[src/rtl/if_id_stage.sv]
// rtl/if_id_stage.sv - PC register, IF/ID pipeline register and stall watchdog
//
// Purpose:
//   Owns the fetch PC and the IF/ID pipeline register. It consumes the
//   hazard unit's stall/flush controls and redirects the PC on a taken
//   branch or jump. It also counts consecutive PC_Keep cycles and raises a
//   sticky stall_timeout when a stall runs for MAX_STALL cycles.
//
// Optional feature macro: PERF_CNT_EN
//   When defined, stall_cnt and flush_cnt are saturating performance counters.
//   When undefined, both outputs are tied to zero and no counter flops exist.
//   The port list is the same in both builds.
//
// Ports:
//   clk, reset                     rising-edge clock, synchronous active-high reset
//   PC_Keep, IF_ID_Hold            load-use stall: hold the PC / hold IF/ID
//   IF_ID_Flush                    replace the IF/ID contents with a bubble
//   Jump, jump_target              jump redirect
//   if_branch, branch_target       taken-branch redirect (highest priority)
//   inst_in                        instruction memory data at pc
//   pc                             current fetch address
//   IF_ID_PC/Inst/Valid            IF/ID register (PC+4, instruction, 0=bubble)
//   stall_timeout                  sticky runaway-stall flag
//   stall_cnt, flush_cnt           perf counters (zero unless PERF_CNT_EN)

module if_id_stage #(
  parameter logic [31:0] RESET_PC  = 32'h0000_0000,
  parameter logic [31:0] NOP_INST  = 32'h0000_0000,
  parameter int          MAX_STALL = 8,
  parameter int          CNT_W     = 16
) (
  input  logic             clk,
  input  logic             reset,
  input  logic             PC_Keep,
  input  logic             IF_ID_Hold,
  input  logic             IF_ID_Flush,
  input  logic             Jump,
  input  logic             if_branch,
  input  logic [31:0]      jump_target,
  input  logic [31:0]      branch_target,
  input  logic [31:0]      inst_in,
  output logic [31:0]      pc,
  output logic [31:0]      IF_ID_PC,
  output logic [31:0]      IF_ID_Inst,
  output logic             IF_ID_Valid,
  output logic             stall_timeout,
  output logic [CNT_W-1:0] stall_cnt,
  output logic [CNT_W-1:0] flush_cnt
);

  localparam int RUN_W = $clog2(MAX_STALL + 1);
  localparam logic [RUN_W-1:0] RUN_MAX = RUN_W'(MAX_STALL);

  logic [31:0]      pc_plus4;
  logic [31:0]      next_pc;
  logic             redirect;
  logic             stall_inc;
  logic [RUN_W-1:0] stall_run;
  logic [RUN_W-1:0] stall_run_next;

  assign pc_plus4 = pc + 32'd4;  // wraps naturally at 2^32
  assign redirect = if_branch | Jump;
  // A redirect wins over PC_Keep, so that cycle is not a real stall.
  assign stall_inc = PC_Keep & ~redirect;

  always_comb begin
    next_pc = pc_plus4;
    if (if_branch) begin
      next_pc = {branch_target[31:2], 2'b00};
    end else if (Jump) begin
      next_pc = {jump_target[31:2], 2'b00};
    end else if (PC_Keep) begin
      next_pc = pc;
    end
  end

  always_comb begin
    stall_run_next = '0;
    if (stall_inc) begin
      stall_run_next = (stall_run == RUN_MAX) ? stall_run : stall_run + RUN_W'(1);
    end
  end

  always_ff @(posedge clk) begin
    if (reset) begin
      pc <= RESET_PC;
    end else begin
      pc <= next_pc;
    end
  end

  always_ff @(posedge clk) begin
    if (reset || IF_ID_Flush) begin
      IF_ID_Inst  <= NOP_INST;
      IF_ID_PC    <= 32'h0;
      IF_ID_Valid <= 1'b0;
    end else if (!IF_ID_Hold) begin
      IF_ID_Inst  <= inst_in;
      IF_ID_PC    <= pc_plus4;
      IF_ID_Valid <= 1'b1;
    end
  end

  always_ff @(posedge clk) begin
    if (reset) begin
      stall_run     <= '0;
      stall_timeout <= 1'b0;
    end else begin
      stall_run <= stall_run_next;
      if (stall_run_next == RUN_MAX) begin
        stall_timeout <= 1'b1;
      end
    end
  end

`ifdef PERF_CNT_EN
  always_ff @(posedge clk) begin
    if (reset) begin
      stall_cnt <= '0;
      flush_cnt <= '0;
    end else begin
      if (stall_inc && (stall_cnt != '1)) begin
        stall_cnt <= stall_cnt + CNT_W'(1);
      end
      if (IF_ID_Flush && (flush_cnt != '1)) begin
        flush_cnt <= flush_cnt + CNT_W'(1);
      end
    end
  end
`else
  assign stall_cnt = '0;
  assign flush_cnt = '0;
`endif

endmodule
[config.mk]
export PLATFORM = sky130hd
export DESIGN_NAME = if_id_stage
export DESIGN_NICKNAME = d
export VERILOG_FILES = /design/src/rtl/if_id_stage.sv
export SDC_FILE = /design/constraint.sdc
export NUM_CORES = 1
export LEC_CHECK = 0
export ABC_CLOCK_PERIOD_IN_PS = 2410
export CORE_ASPECT_RATIO = 1.25
export CORE_MARGIN = 2
export CORE_UTILIZATION = 42
export CTS_BUF_LIST = sky130_fd_sc_hd__clkbuf_16
export DETAILED_ROUTE_END_ITERATION = 8
export PLACE_DENSITY = 0.86
export SLEW_MARGIN = 40
export SYNTH_ARGS = -nofsm -noshare
export SYNTH_HDL_FRONTEND = slang
export SYNTH_SLANG_ARGS = --single-unit
[constraint.sdc]
create_clock -name clk -period 2.41 [get_ports clk]
set_input_delay 0.241 -clock clk [delete_from_list [all_inputs] [get_ports clk]]
set_output_delay 0.241 -clock clk [all_outputs]
set_load 0.02 [all_outputs]
==> results.yml <==
status:
  outcome: "finished, final reports clean"
final_layout:
  fin_nets: 891
  antennaDiodeCount: 0
  layout-drive-gt1-share_pct: 5.32
  final_cell_mix: "clkdlybuf4s50_1 (189), dfxtp_1 (98), nor2_1 (72)"
  syn_to_final_growth_pct: 43.5
  layout_commonest_cell: "clkdlybuf4s50_1"
yosys:
  synth_ff_type: "dfxtp_1"
  synth_compound_area_share_pct: 15.9
  synth_top_family_by_area: "simple AND/OR/NAND/NOR gates"
  synthArstFlopShare_pct: 0
  syn_avg_cell_area_um2: 8.21
  synth_area_leaders: "dfxtp_1 (39%), mux2i_1 (8.0%), a21oi_1 (6.7%)"
  synthCells: 611
  yosysTopAreaCellShare_pct: 39.1
  ys_seq_area_share_pct: 39.1
  synth_edf_count: 0
  ys_warn_count: 0
  synth_seq_cells: 98
  synth_xor_area_share_pct: 4.89
  yosys.area_share.adder_pct: 0.748
  netlist_area_um2: 5020
  synthSimpleGateAreaFrac_pct: 21.3
  synth_cell_types: 50
  synthMuxAreaShare_pct: 7.98
  synth_area_leader_cell: "dfxtp_1"
sta:
  finalMaxSlewViolations: 0
  finalSetupViolCount: 0
  fmaxAchievable_ghz: 0.484
  min_period_over_period_pct: 85.8
  setup-tns-final_ns: 0
  clock_skew_ns: 0.00562
  fin_crit_ns: 2.07
  hold_viol: 0
  tightest_slew_ns: 0.694
  rsz0062_at_grt: "false"
  hold_slack_ns: 0.222
  slew_headroom_pct: 53.7
  fin_ws_ns: 0.343
pwr:
  leakagePower_nw: 2.69
  cellPowerDensity_nw_per_um2: 535
  p_total_mw: 3.85
  ir_drop_uv: 271
floorplan:
  die_area_um2: 12800
  die_y_um: 126
  start_util_pct: 43.2
  dieWidth_um: 102
  ios: 233
  rows: 44
  design.core.area_um2: 11600
placed_design:
  post-place-ws_ns: 0.391
  place.detailed.hpwl_mm: 11.0
  portBuffers: 192
  gp_congestion: 0.869
global_routing:
  track_usage_pct: 22.9
  antenna_found_initial: 0
  grt_pass1_wl_mm: 22.9
  grt_max_degree: 64
  grt_pass1_vias: 4430
  gr-total-overflow: 0
cts:
  cts-resized-gates: 0
  cts_inserted_buffers: 9
  h-tree-depth: 3
  cts_setup_buffers: 0
  insertion_delay_ns: 0.35
  clockBufferDepth: 2
  tritoncts: "yes"
  clock-sinks: 98
  cts_hold_buf: 0
  cts_root_buf: "clkbuf_16"
  cts.clk_slew.worst_paths_ns: 0.07
critical_path:
  crit_fanout: 12
  cp.required_ns: 2.61
  start_kind: "register"
  cp-end-kind: "register"
  worstSetupPathType: "reg2reg"
  cp.arrival_ns: 2.27
routing:
  drt-pass1-iter-count: 4
  dr_total_vias: 4896
  drt_drc_violations_left: 0
  antenna_left: 0
  avgViaCountPerCell: 5.15
  wl_per_cell_um: 15.6
  drt_iter0_markers: 207
  drt-total-wl_mm: 14.9
min_path:
  hp-class: "in2reg"
run:
  drv_cap: 0
## through the flow
step | cell area, um^2 | cells | utilization [%]
after CTS | 7200 | 951 | 62.0
final | 7200 | 951 | 62.0
after global placement | 6940 | 935 | 59.7
after detailed placement | 6940 | 935 | 59.7
after global routing | 7200 | 951 | 62.0
after floorplan | 5150 | 646 | -
## layout make-up
cell class / instances / area [um^2]
inverters: 16 / 60.1
repair buffers: 207 / 2030
multi-input cells: 453 / 2680
fillers: 1009 / 4410
clock buffers: 9 / 225
well taps: 161 / 201
clock inverters: 7 / 37.5
flip-flops and latches: 98 / 1960
## routing by layer
| layer | vias to the layer above | GRT usage, % | share of wire [%] |
|---|---|---|---|
| met5 | - | 0 | 0 |
| met4 | 0 | 11.2 | 3.2 |
| met3 | 31 | 5.16 | 8.3 |
| met2 | 205 | 37.1 | 48 |
| met1 | 2253 | 28.3 | 41 |
| li1 | 2407 | - | - |
## cells in the mapped netlist (5+ instances only)
| master | number |
|---|---|
| mux2i_1 | 40 |
| nand3_1 | 12 |
| nor3_1 | 15 |
| nand2_1 | 52 |
| nand4_1 | 8 |
| buf_1 | 5 |
| buf_4 | 36 |
| nor4_1 | 8 |
| xor2_1 | 11 |
| dfxtp_1 | 98 |
| a21oi_1 | 67 |
| inv_1 | 16 |
| xnor2_1 | 17 |
| o31a_1 | 6 |
| a211oi_1 | 12 |
| clkbuf_1 | 34 |
| nor2_1 | 72 |
| nand3b_1 | 19 |
| o21ai_0 | 21 |
| o22ai_1 | 10 |
## worst max-delay path, stage by stage (launching register included)
cell and delay [ns]:
dfxtp_1 0.45, nand4_2 0.20, or4_4 0.67, o31a_1 0.35, nor3_1 0.18, nor3_1 0.07
## registers in the layout, indices dropped and copies added, names as in the netlist
signal,flops
IF_ID_Valid,1
IF_ID_Inst,32
pc,30
stall_run,4
IF_ID_PC,30
stall_timeout,1
## power by group
part	total [mW]	internal (mW)	switching, mW
sequential	1.76	1.69	0.0754
clock	1.31	0.687	0.619
combinational	0.784	0.385	0.399
total	3.85	2.76	1.09
## worst paths after layout
| kind | slack (ns) | start | to | depth (start not counted) |
|---|---|---|---|---|
| min | 0.22 | if_branch | pc[6]$_SDFFE_PP0P_ | 3 |
| min reg2reg | 0.46 | IF_ID_PC[23]$_SDFFE_PP0N_ | IF_ID_PC[23]$_SDFFE_PP0N_ | 2 |
| max reg2reg | 0.34 | pc[11]$_SDFFE_PP0P_ | IF_ID_PC[31]$_SDFFE_PP0N_ | 5 |
| max | 0.34 | pc[11]$_SDFFE_PP0P_ | IF_ID_PC[31]$_SDFFE_PP0N_ | 5 |
## logic make-up (layout without fill, tap and decap cells)
logic type      Yosys count  after routing
other cells               1             36
buf+inv                  95            239
compound gates          134            134
fa+ha+maj                 3              3
xor+xnor                 28             28
flops                    98             98
mux                      40             40
simple gates            212            212
Power figures use the tool's default switching activity.
